<file path="src/rtl/uart_tx_arbiter_if.sv">
// Bundle of the requester-side and UART TX FIFO side signals of the TX arbiter.
interface uart_tx_arbiter_if #(
  parameter int NREQ = 3,
  parameter int RR_W = 3
);
  logic [NREQ-1:0]    req;
  logic [NREQ*24-1:0] msg;
  logic [NREQ*2-1:0]  len;
  logic [NREQ-1:0]    done;
  logic               tx_full;
  logic               tx_write;
  logic [7:0]         tx_data;
  logic               busy;
  logic [RR_W-1:0]    grant_id;

  modport master (
    input  req, msg, len, tx_full,
    output done, tx_write, tx_data, busy, grant_id
  );

  modport slave (
    output req, msg, len, tx_full,
    input  done, tx_write, tx_data, busy, grant_id
  );
endinterface

</file>
<file path="src/rtl/uart_tx_arbiter.sv">
// Round-robin arbiter writing atomic 1..3 byte messages into a shared UART TX FIFO.
// Optional MIDI running-status compression is enabled by defining MIDI_RUNNING_STATUS_EN.
module uart_tx_arbiter #(
  parameter int NREQ = 3,
  parameter int RR_W = 3
) (
  input logic               clk96,
  input logic               rst,
  uart_tx_arbiter_if.master bus
);

  typedef enum logic [1:0] {IDLE, SEND, DONE} state_t;

  state_t          r_state, w_nextState;
  logic [RR_W-1:0] r_rrPtr, r_grantId, w_pick;
  logic [23:0]     r_msg, w_selMsg;
  logic [1:0]      r_len, r_idx, w_selLen, w_startIdx;
  logic [NREQ-1:0] r_done;
  logic            w_found, w_txWrite, w_lastByte;
  logic [7:0]      w_txData;
`ifdef MIDI_RUNNING_STATUS_EN
  logic [7:0]      r_lastStatus;
`endif

  // First requester at or after the round-robin pointer, wrapping at NREQ.
  always_comb begin
    int cand;
    cand    = 0;
    w_found = 1'b0;
    w_pick  = '0;
    for (int k = 0; k < NREQ; k++) begin
      cand = int'(r_rrPtr) + k;
      if (cand >= NREQ) cand = cand - NREQ;
      for (int j = 0; j < NREQ; j++) begin
        if (!w_found && cand == j && bus.req[j]) begin
          w_found = 1'b1;
          w_pick  = RR_W'(j);
        end
      end
    end
  end

  always_comb begin
    w_selMsg = '0;
    w_selLen = '0;
    for (int j = 0; j < NREQ; j++) begin
      if (w_pick == RR_W'(j)) begin
        w_selMsg = bus.msg[24*j +: 24];
        w_selLen = bus.len[2*j +: 2];
      end
    end
  end

`ifdef MIDI_RUNNING_STATUS_EN
  // Only a real status byte (bit 7 set) can be elided as a repeat.
  assign w_startIdx = (w_selLen >= 2'd2 && r_lastStatus[7] &&
                       w_selMsg[23:16] == r_lastStatus) ? 2'd1 : 2'd0;
`else
  assign w_startIdx = 2'd0;
`endif

  assign w_lastByte = (r_idx == r_len - 2'd1);

  always_comb begin
    w_nextState = r_state;
    w_txWrite   = 1'b0;
    w_txData    = 8'h00;
    unique case (r_state)
      IDLE: if (w_found) w_nextState = SEND;
      SEND: begin
        // A zero-length message is finished without touching the FIFO.
        w_txWrite = ~bus.tx_full && (r_len != 2'd0);
        case (r_idx)
          2'd0:    w_txData = r_msg[23:16];
          2'd1:    w_txData = r_msg[15:8];
          default: w_txData = r_msg[7:0];
        endcase
        if (r_len == 2'd0 || (w_txWrite && w_lastByte)) w_nextState = DONE;
      end
      DONE:    w_nextState = IDLE;
      default: w_nextState = IDLE;
    endcase
  end

  always_ff @(posedge clk96) begin
    if (!rst) begin
      r_state   <= IDLE;
      r_rrPtr   <= '0;
      r_grantId <= '0;
      r_msg     <= '0;
      r_len     <= '0;
      r_idx     <= '0;
      r_done    <= '0;
    end else begin
      r_state <= w_nextState;
      for (int i = 0; i < NREQ; i++) begin
        r_done[i] <= (w_nextState == DONE) && (r_grantId == RR_W'(i));
      end
      case (r_state)
        IDLE: begin
          if (w_found) begin
            r_msg     <= w_selMsg;
            r_len     <= w_selLen;
            r_grantId <= w_pick;
            r_idx     <= w_startIdx;
          end
        end
        SEND: if (w_txWrite) r_idx <= r_idx + 2'd1;
        DONE: r_rrPtr <= (r_grantId == RR_W'(NREQ - 1)) ? '0 : r_grantId + 1'b1;
        default: ;
      endcase
    end
  end

`ifdef MIDI_RUNNING_STATUS_EN
  // Channel status is remembered, system common clears it, real-time leaves it alone.
  always_ff @(posedge clk96) begin
    if (!rst) begin
      r_lastStatus <= 8'h00;
    end else if (w_txWrite && r_idx == 2'd0) begin
      if (w_txData >= 8'h80 && w_txData <= 8'hEF)      r_lastStatus <= w_txData;
      else if (w_txData >= 8'hF0 && w_txData <= 8'hF7) r_lastStatus <= 8'h00;
    end
  end
`endif

  assign bus.done     = r_done;
  assign bus.tx_write = w_txWrite;
  assign bus.tx_data  = w_txData;
  assign bus.busy     = (r_state != IDLE);
  assign bus.grant_id = r_grantId;

endmodule

</file>
<file path="src/flat_wrapper.sv">
// flat-port wrapper written by rule: the top's interface ports become plain ports
module uart_tx_arbiter_flat 
#(
  parameter int NREQ = 3,
  parameter int RR_W = 3
)
  (clk96, rst, bus_req, bus_msg, bus_len, bus_tx_full, bus_done, bus_tx_write, bus_tx_data, bus_busy, bus_grant_id);
  uart_tx_arbiter_if #(.NREQ(NREQ), .RR_W(RR_W)) bus_i ();
  input logic clk96;
  input logic rst;
  input wire logic [$bits(bus_i.req)-1:0] bus_req;
  input wire logic [$bits(bus_i.msg)-1:0] bus_msg;
  input wire logic [$bits(bus_i.len)-1:0] bus_len;
  input wire logic [$bits(bus_i.tx_full)-1:0] bus_tx_full;
  output wire logic [$bits(bus_i.done)-1:0] bus_done;
  output wire logic [$bits(bus_i.tx_write)-1:0] bus_tx_write;
  output wire logic [$bits(bus_i.tx_data)-1:0] bus_tx_data;
  output wire logic [$bits(bus_i.busy)-1:0] bus_busy;
  output wire logic [$bits(bus_i.grant_id)-1:0] bus_grant_id;
  assign bus_i.req = bus_req;
  assign bus_i.msg = bus_msg;
  assign bus_i.len = bus_len;
  assign bus_i.tx_full = bus_tx_full;
  assign bus_done = bus_i.done;
  assign bus_tx_write = bus_i.tx_write;
  assign bus_tx_data = bus_i.tx_data;
  assign bus_busy = bus_i.busy;
  assign bus_grant_id = bus_i.grant_id;
  uart_tx_arbiter #(.NREQ(NREQ), .RR_W(RR_W)) u_core (.clk96(clk96), .rst(rst), .bus(bus_i));
endmodule
</file>
<file path="config.mk">
export PLATFORM = sky130hd
export DESIGN_NAME = uart_tx_arbiter_flat
export DESIGN_NICKNAME = d
export VERILOG_FILES = /design/src/rtl/uart_tx_arbiter_if.sv /design/src/rtl/uart_tx_arbiter.sv /design/src/flat_wrapper.sv
export SDC_FILE = /design/constraint.sdc
export NUM_CORES = 1
export LEC_CHECK = 0
export BUFFER_PORTS_ARGS = -buffer_cell sky130_fd_sc_hd__buf_4
export CAP_MARGIN = 20
export CORE_ASPECT_RATIO = 0.5
export CORE_MARGIN = 5
export CORE_UTILIZATION = 50
export CTS_CLUSTER_DIAMETER = 50
export DETAILED_ROUTE_END_ITERATION = 6
export PLACE_DENSITY = 0.88
export RECOVER_POWER = 25
export SETUP_SLACK_MARGIN = 0.02
export SLEW_MARGIN = 20
export SYNTH_ARGS = -nofsm -noshare
export SYNTH_HDL_FRONTEND = slang
export SYNTH_SLANG_ARGS = --single-unit
</file>
<file path="constraint.sdc">
create_clock -name clk96 -period 5 [get_ports clk96]
set_input_delay 0.25 -clock clk96 [delete_from_list [all_inputs] [get_ports clk96]]
set_output_delay 0.25 -clock clk96 [all_outputs]
set_load 0.01 [all_outputs]
</file>
# After elaboration in Yosys (flattened, before gate mapping)

Index checks and enable logic that the tools add are counted.
W data, S select, Z words.

Bits in registers: 39
Latch bits: 0
Memory bits (writable): 0
ROM bits: 0
Bits of input ports: 84
Logic and storage cells: 116
Memories kept: 0

Add/subtract/negate cells: 8
Multipliers: 0
Divide/modulo/power cells: 0
Order comparisons: 3
Eq/ne operators: 17
Shift operators: 0
Mux-type cells: 36
Bitwise operators: 1
Reduce and logical (&&, ||, !) cells: 44

Operator list:

| kind                    | number |
|---|---|
| $eq A32 B2 Y1 const B   | 3 |
| $eq A32 B3 Y1 const B   | 3 |
| $logic_not A32 Y1       | 3 |
| $mux W32                | 3 |
| $mux W24                | 3 |
| $ge A32 B3 Y1 const B   | 2 |
| $sub A32 B3 Y32 const B | 2 |
| $mux W2                 | 14 |
| $logic_and A1 B1 Y1     | 22 |
| $pmux W8 S2             | 1 |
| $mux W1                 | 11 |
| $logic_not A1 Y1        | 8 |
| $mux W8                 | 1 |
| $pmux W2 S2             | 2 |
| $eq A2 B1 Y1 const B    | 3 |
| $eq A2 B2 Y1 const B    | 3 |
| $logic_not A2 Y1        | 3 |
| $logic_not A3 Y1        | 2 |
| $reduce_bool A2 Y1      | 3 |
| $add A3 B1 Y4 const B   | 1 |
| $add A3 B2 Y4 const B   | 1 |
| $sub A3 B2 Y4 const B   | 1 |
| $add A3 B1 Y3 const B   | 1 |
| $eq A3 B1 Y1 const B    | 1 |
| other kinds (12)        | 12 |

# Logic depth before layout (Yosys ltp)

Word-level depth: 41
Depth in mapped cells: 16

# Least setup slack after synthesis

Ideal clock, no wire load.

Kind: register to register
Start point: register u_core.r_rrPtr[0]
End point: register u_core.r_msg[10]
Setup time: 127 ps
Data arrival time: 3,042 ps
Data required time: 4,873 ps
Slack: 1,831 ps
Stages on the path, launching flop included: 16
Path buffers: 3
Path through: dfxtp_1 buf_2 inv_1 ha_1 buf_4 nor2_1 nor2_1 ha_1 o22a_1 o221ai_1 nand3_1 o2111a_1 or2_2 buf_6 a221oi_1 o22ai_1

Cells in the longest elaborated chain, start to end: 41
Elaborated cells on any way between the ends: 69

RTL lines:

| item                                                     | line                   | text |
|---|---|---|
| from (decl)                                              | uart_tx_arbiter.sv:15  | `logic [RR_W-1:0] r_rrPtr, r_grantId, w_pick;` |
| from (signal assigned)                                   | uart_tx_arbiter.sv:109 | `DONE: r_rrPtr <= (r_grantId == RR_W'(NREQ - 1)) ? '0 : r_grantId + 1'b1;` |
| branches (longest 41 deep; another with $sub A32 B3 Y32) | --                     |  |
| to (signal assigned)                                     | uart_tx_arbiter.sv:102 | `r_msg <= w_selMsg;` |
| to (decl)                                                | uart_tx_arbiter.sv:16  | `logic [23:0] r_msg, w_selMsg;` |

Several ways; the timed one is not identified.
A chain may end at the register's enable or synchronous reset.

# Worst setup path after layout

Start point: register u_core.r_rrPtr[0]
End point: register u_core.r_msg[16]

Same word-level chain as after synthesis.

==> flow_metrics.py <==
metrics = {
    "outcome": {
        "status": "finished clean",
    },
    "sta": {
        "grt_setup_unrepaired": "no",
        "setup_viol": 0,
        "layout_worst_path_cycle_share": 0.8097,
        "drv_slew": 0,
        "hold_viol": 0,
        "finClkSkew_ps": 3.266,
        "slew_headroom": 0.4510,
        "tns_ps": 0,
        "period_needed_ps": 4049,
        "fmax_mhz": 247.0,
        "tightest_slew_ps": 823.5,
    },
    "synth": {
        "synthXorXnorAreaFrac": 0.01476,
        "synth_compound_area_frac": 0.3581,
        "synth_top_family_by_area": "compound AO/OA/AOI/OAI gates",
        "synthesis.nets": 445,
        "synth-edff-count": 0,
        "synthFlopType": "dfxtp_1",
        "synth_adder_area_share": 0.05905,
        "avgSynthCellArea_um2": 8.549,
        "async_reset_ff_frac": 0,
        "synth_area_leaders": "dfxtp_1 (26%), a41oi_2 (9.9%), nand2_1 (7.0%), ha_1 (5.9%), nand3_1 (3.7%)",
        "syn_area_um2": 2967,
        "synth_cell_types": 59,
        "yosys.area_share.simple": 0.2185,
        "synth_common_cells": "nand2_1 (55), dfxtp_1 (38), nand3_1 (22), o21ai_0 (20), a41oi_2 (18)",
        "synth-seq-area-share": 0.2564,
        "synth.most_common_cell": "nand2_1",
        "synthMuxAreaShare": 0.01054,
        "synth_top_area_share": 0.2564,
        "postSynthCellCount": 347,
        "yosys_warnings": 0,
        "synth_top_area_cell": "dfxtp_1",
        "synth_seq_cells": 38,
    },
    "clock_tree": {
        "hold_buffers": 0,
        "cts_tree": "yes",
        "clock_path_buffers": 2,
        "cts_buffers": 5,
        "cts_resized": 0,
        "htree_levels": 2,
        "post_cts_buffers": 0,
        "path_clk_slew_ps": 60,
        "insertion_delay_ps": 280,
        "cts.sinks": 38,
        "cts-root-buf": "clkbuf_16",
    },
    "drt": {
        "route.detailed.drc": 0,
        "wl_um": 8464,
        "ant_nets": 0,
        "dr.first_iter.drc_count": 228,
        "first_pass_iters": 5,
        "wl_per_cell_um": 16.96,
        "dr_total_vias": 2924,
        "avgViaCountPerCell": 5.860,
    },
    "power_and_ir_drop": {
        "ir_worst_vdd_mv": 0.2117,
        "power.internal_uw": 931.3,
        "p_seq_frac": 0.302,
        "switching_share": 0.3546,
        "powerDensity_nw_per_um2": 379.6,
        "leakage_nw": 1.512,
        "comb_power_share": 0.404,
        "p_switching_uw": 511.6,
        "power_frac_clock": 0.294,
    },
    "global_routing": {
        "grt_pass1_vias": 2951,
        "grt_first_pass_wirelength_um": 13850,
        "antenna_found_initial": 0,
        "grtUsageTotal": 0.2170,
        "grt_overflow": 0,
        "grt_max_degree": 44,
    },
    "die": {
        "start_util": 0.5288,
        "die_w_um": 118.9,
        "die_height_um": 64.47,
        "std_cell_rows": 19,
        "io_pins": 100,
        "dieArea_um2": 7667,
        "coreArea_um2": 5610,
    },
    "place": {
        "gp_congestion": 0.8497,
        "dp_hpwl_um": 5897,
        "portBuffers": 98,
    },
    "layout": {
        "syn2layout_area_growth_pct": 28.13,
        "insertedDiodeCount": 0,
        "drive_gt1_frac": 0.3239,
        "nNetsFinal": 523,
        "fill_cells": 454,
        "utilization": 0.6775,
    },
    "critical_path": {
        "cp-endpoint": "u_core.r_msg[16]",
        "end_kind": "flip-flop",
        "path_class": "flip-flop to flip-flop",
        "reg2reg_depth": 13,
        "path_max_fanout": 33,
        "cp_slowest_stage_delay_ps": 700,
        "crit_required_ps": 5210,
        "r2r-end": "u_core.r_msg[16]",
        "reg2reg_slack_ps": 950,
        "r2r-start": "u_core.r_rrPtr[0]",
        "start_kind": "flip-flop",
        "crit_chain": "inv_1 -> ha_1 -> nor2_1 -> nor2_1 -> ha_1 -> o22a_1 -> o221ai_1 -> and3_1 -> a211oi_4 -> a31oi_4 -> buf_12 -> o21ai_0 -> a41oi_2",
        "crit_arrival_ps": 4250,
        "crit_path_start": "u_core.r_rrPtr[0]",
        "critPathSlowestCell": "a31oi_4",
    },
    "job": {
        "max-cap-violations": 0,
    },
    "worst_hold_path": {
        "min_from": "bus_len[2]",
        "hold_class": "primary input to flip-flop",
    },
}
==> critical path: cells and delay by family (launching register included) <==
family                     cells  cell delay (ps)
and+or+nand+nor                3              540
DFF                            1              650
buffers and inverters          2              490
adders and majority gates      2              650
AOI/OAI and AO/OA              6             1630
==> power by group through the flow <==
stage                     registers (mW)  clock network, mW  logic [mW]
final                              0.436              0.424       0.583
after CTS                          0.434              0.423       0.587
after global routing               0.445              0.438       0.636
after floorplan                    0.423                  0       0.448
after global placement             0.438                  0       0.565
after detailed placement           0.437                  0       0.578
==> sequential cells by signal (all words and copies together) (netlist names) <==
| register | flops |
|---|---|
| u_core.r_len | 2 |
| u_core.bus.done | 3 |
| u_core.bus.grant_id | 2 |
| u_core.r_msg | 24 |
| u_core.r_rrPtr | 3 |
| u_core.r_state | 2 |
| u_core.r_idx | 2 |
==> how the worst min path moves through the flow <==
stage / endpoint / slack, ps / cells after the start
after floorplan: u_core.r_len[0] / 420 / 2
after global placement: u_core.r_msg[21] / 460 / 2
after detailed placement: u_core.r_msg[2] / 460 / 2
after CTS: u_core.r_len[0] / 240 / 3
after global routing: u_core.r_len[0] / 260 / 3
final: u_core.r_len[0] / 240 / 3
==> routing by layer <==
metal / part of all wire / vias to the layer above / track usage
met5: 0 / - / 0
met1: 0.42 / 1377 / 0.2660
met4: 0.022 / 0 / 0.08658
met2: 0.50 / 100 / 0.3830
li1: - / 1427 / -
met3: 0.057 / 20 / 0.04083
==> kinds of logic (layout without fill, tap and decap cells) <==
group           Yosys count  in the layout
simple gates            131            131
compound gates          113            113
buf+inv                  42            121
flops                    38             38
fa+ha+maj                14             14
xor+xnor                  5              5
mux                       3              3
other cells               1              1
==> metrics by stage <==
stage / std cells / hold slack, ps / total power, mW / setup WS, ps / area (µm²)
5_1_grt: 499 / 257.2 / 1.519 / 588.8 / 3801
4_1_cts: 499 / 241.6 / 1.444 / 1003 / 3824
3_5_place_dp: 491 / 463.1 / 1.015 / 1028 / 3625
6_report: 499 / 240.5 / 1.443 / 951.3 / 3801
3_3_place_gp: 491 / 460.4 / 1.003 / 1236 / 3625
2_1_floorplan: 347 / 424.2 / 0.8712 / 1831 / 2967
==> layout by cell type, fill, tap and decap left out, types with 3 or more instances in the layout <==
cell | synthesis | layout
o22ai_1 | 8 | 8
nand2b_1 | 4 | 4
nor2_1 | 9 | 9
nand3_1 | 22 | 22
a211oi_1 | 3 | 3
clkbuf_1 | 9 | 6
a22oi_1 | 8 | 8
nand2_1 | 55 | 55
a41oi_2 | 18 | 18
buf_4 | 4 | 92
nor3b_1 | 4 | 4
a221oi_1 | 6 | 6
xnor2_1 | 3 | 3
dfxtp_1 | 38 | 38
a21oi_1 | 14 | 14
clkbuf_16 | 0 | 5
nor2b_1 | 9 | 9
and2_1 | 11 | 10
o21ai_0 | 20 | 20
inv_1 | 14 | 14
o21a_1 | 4 | 4
o211ai_1 | 8 | 8
nor3_1 | 3 | 3
ha_1 | 14 | 14
==> area by class of cell <==
type                    count  area [µm²]  share of cell area
repair buffers             99       733.2              0.1929
well taps                  73       91.34             0.02403
flip-flops and latches     38       760.7              0.2001
multi-input cells         267        1964              0.5168
clock inverters             2       60.06             0.01580
inverters                  14       52.55             0.01382
clock buffers               6       138.9             0.03654
(Power assumes the default switching activity.)
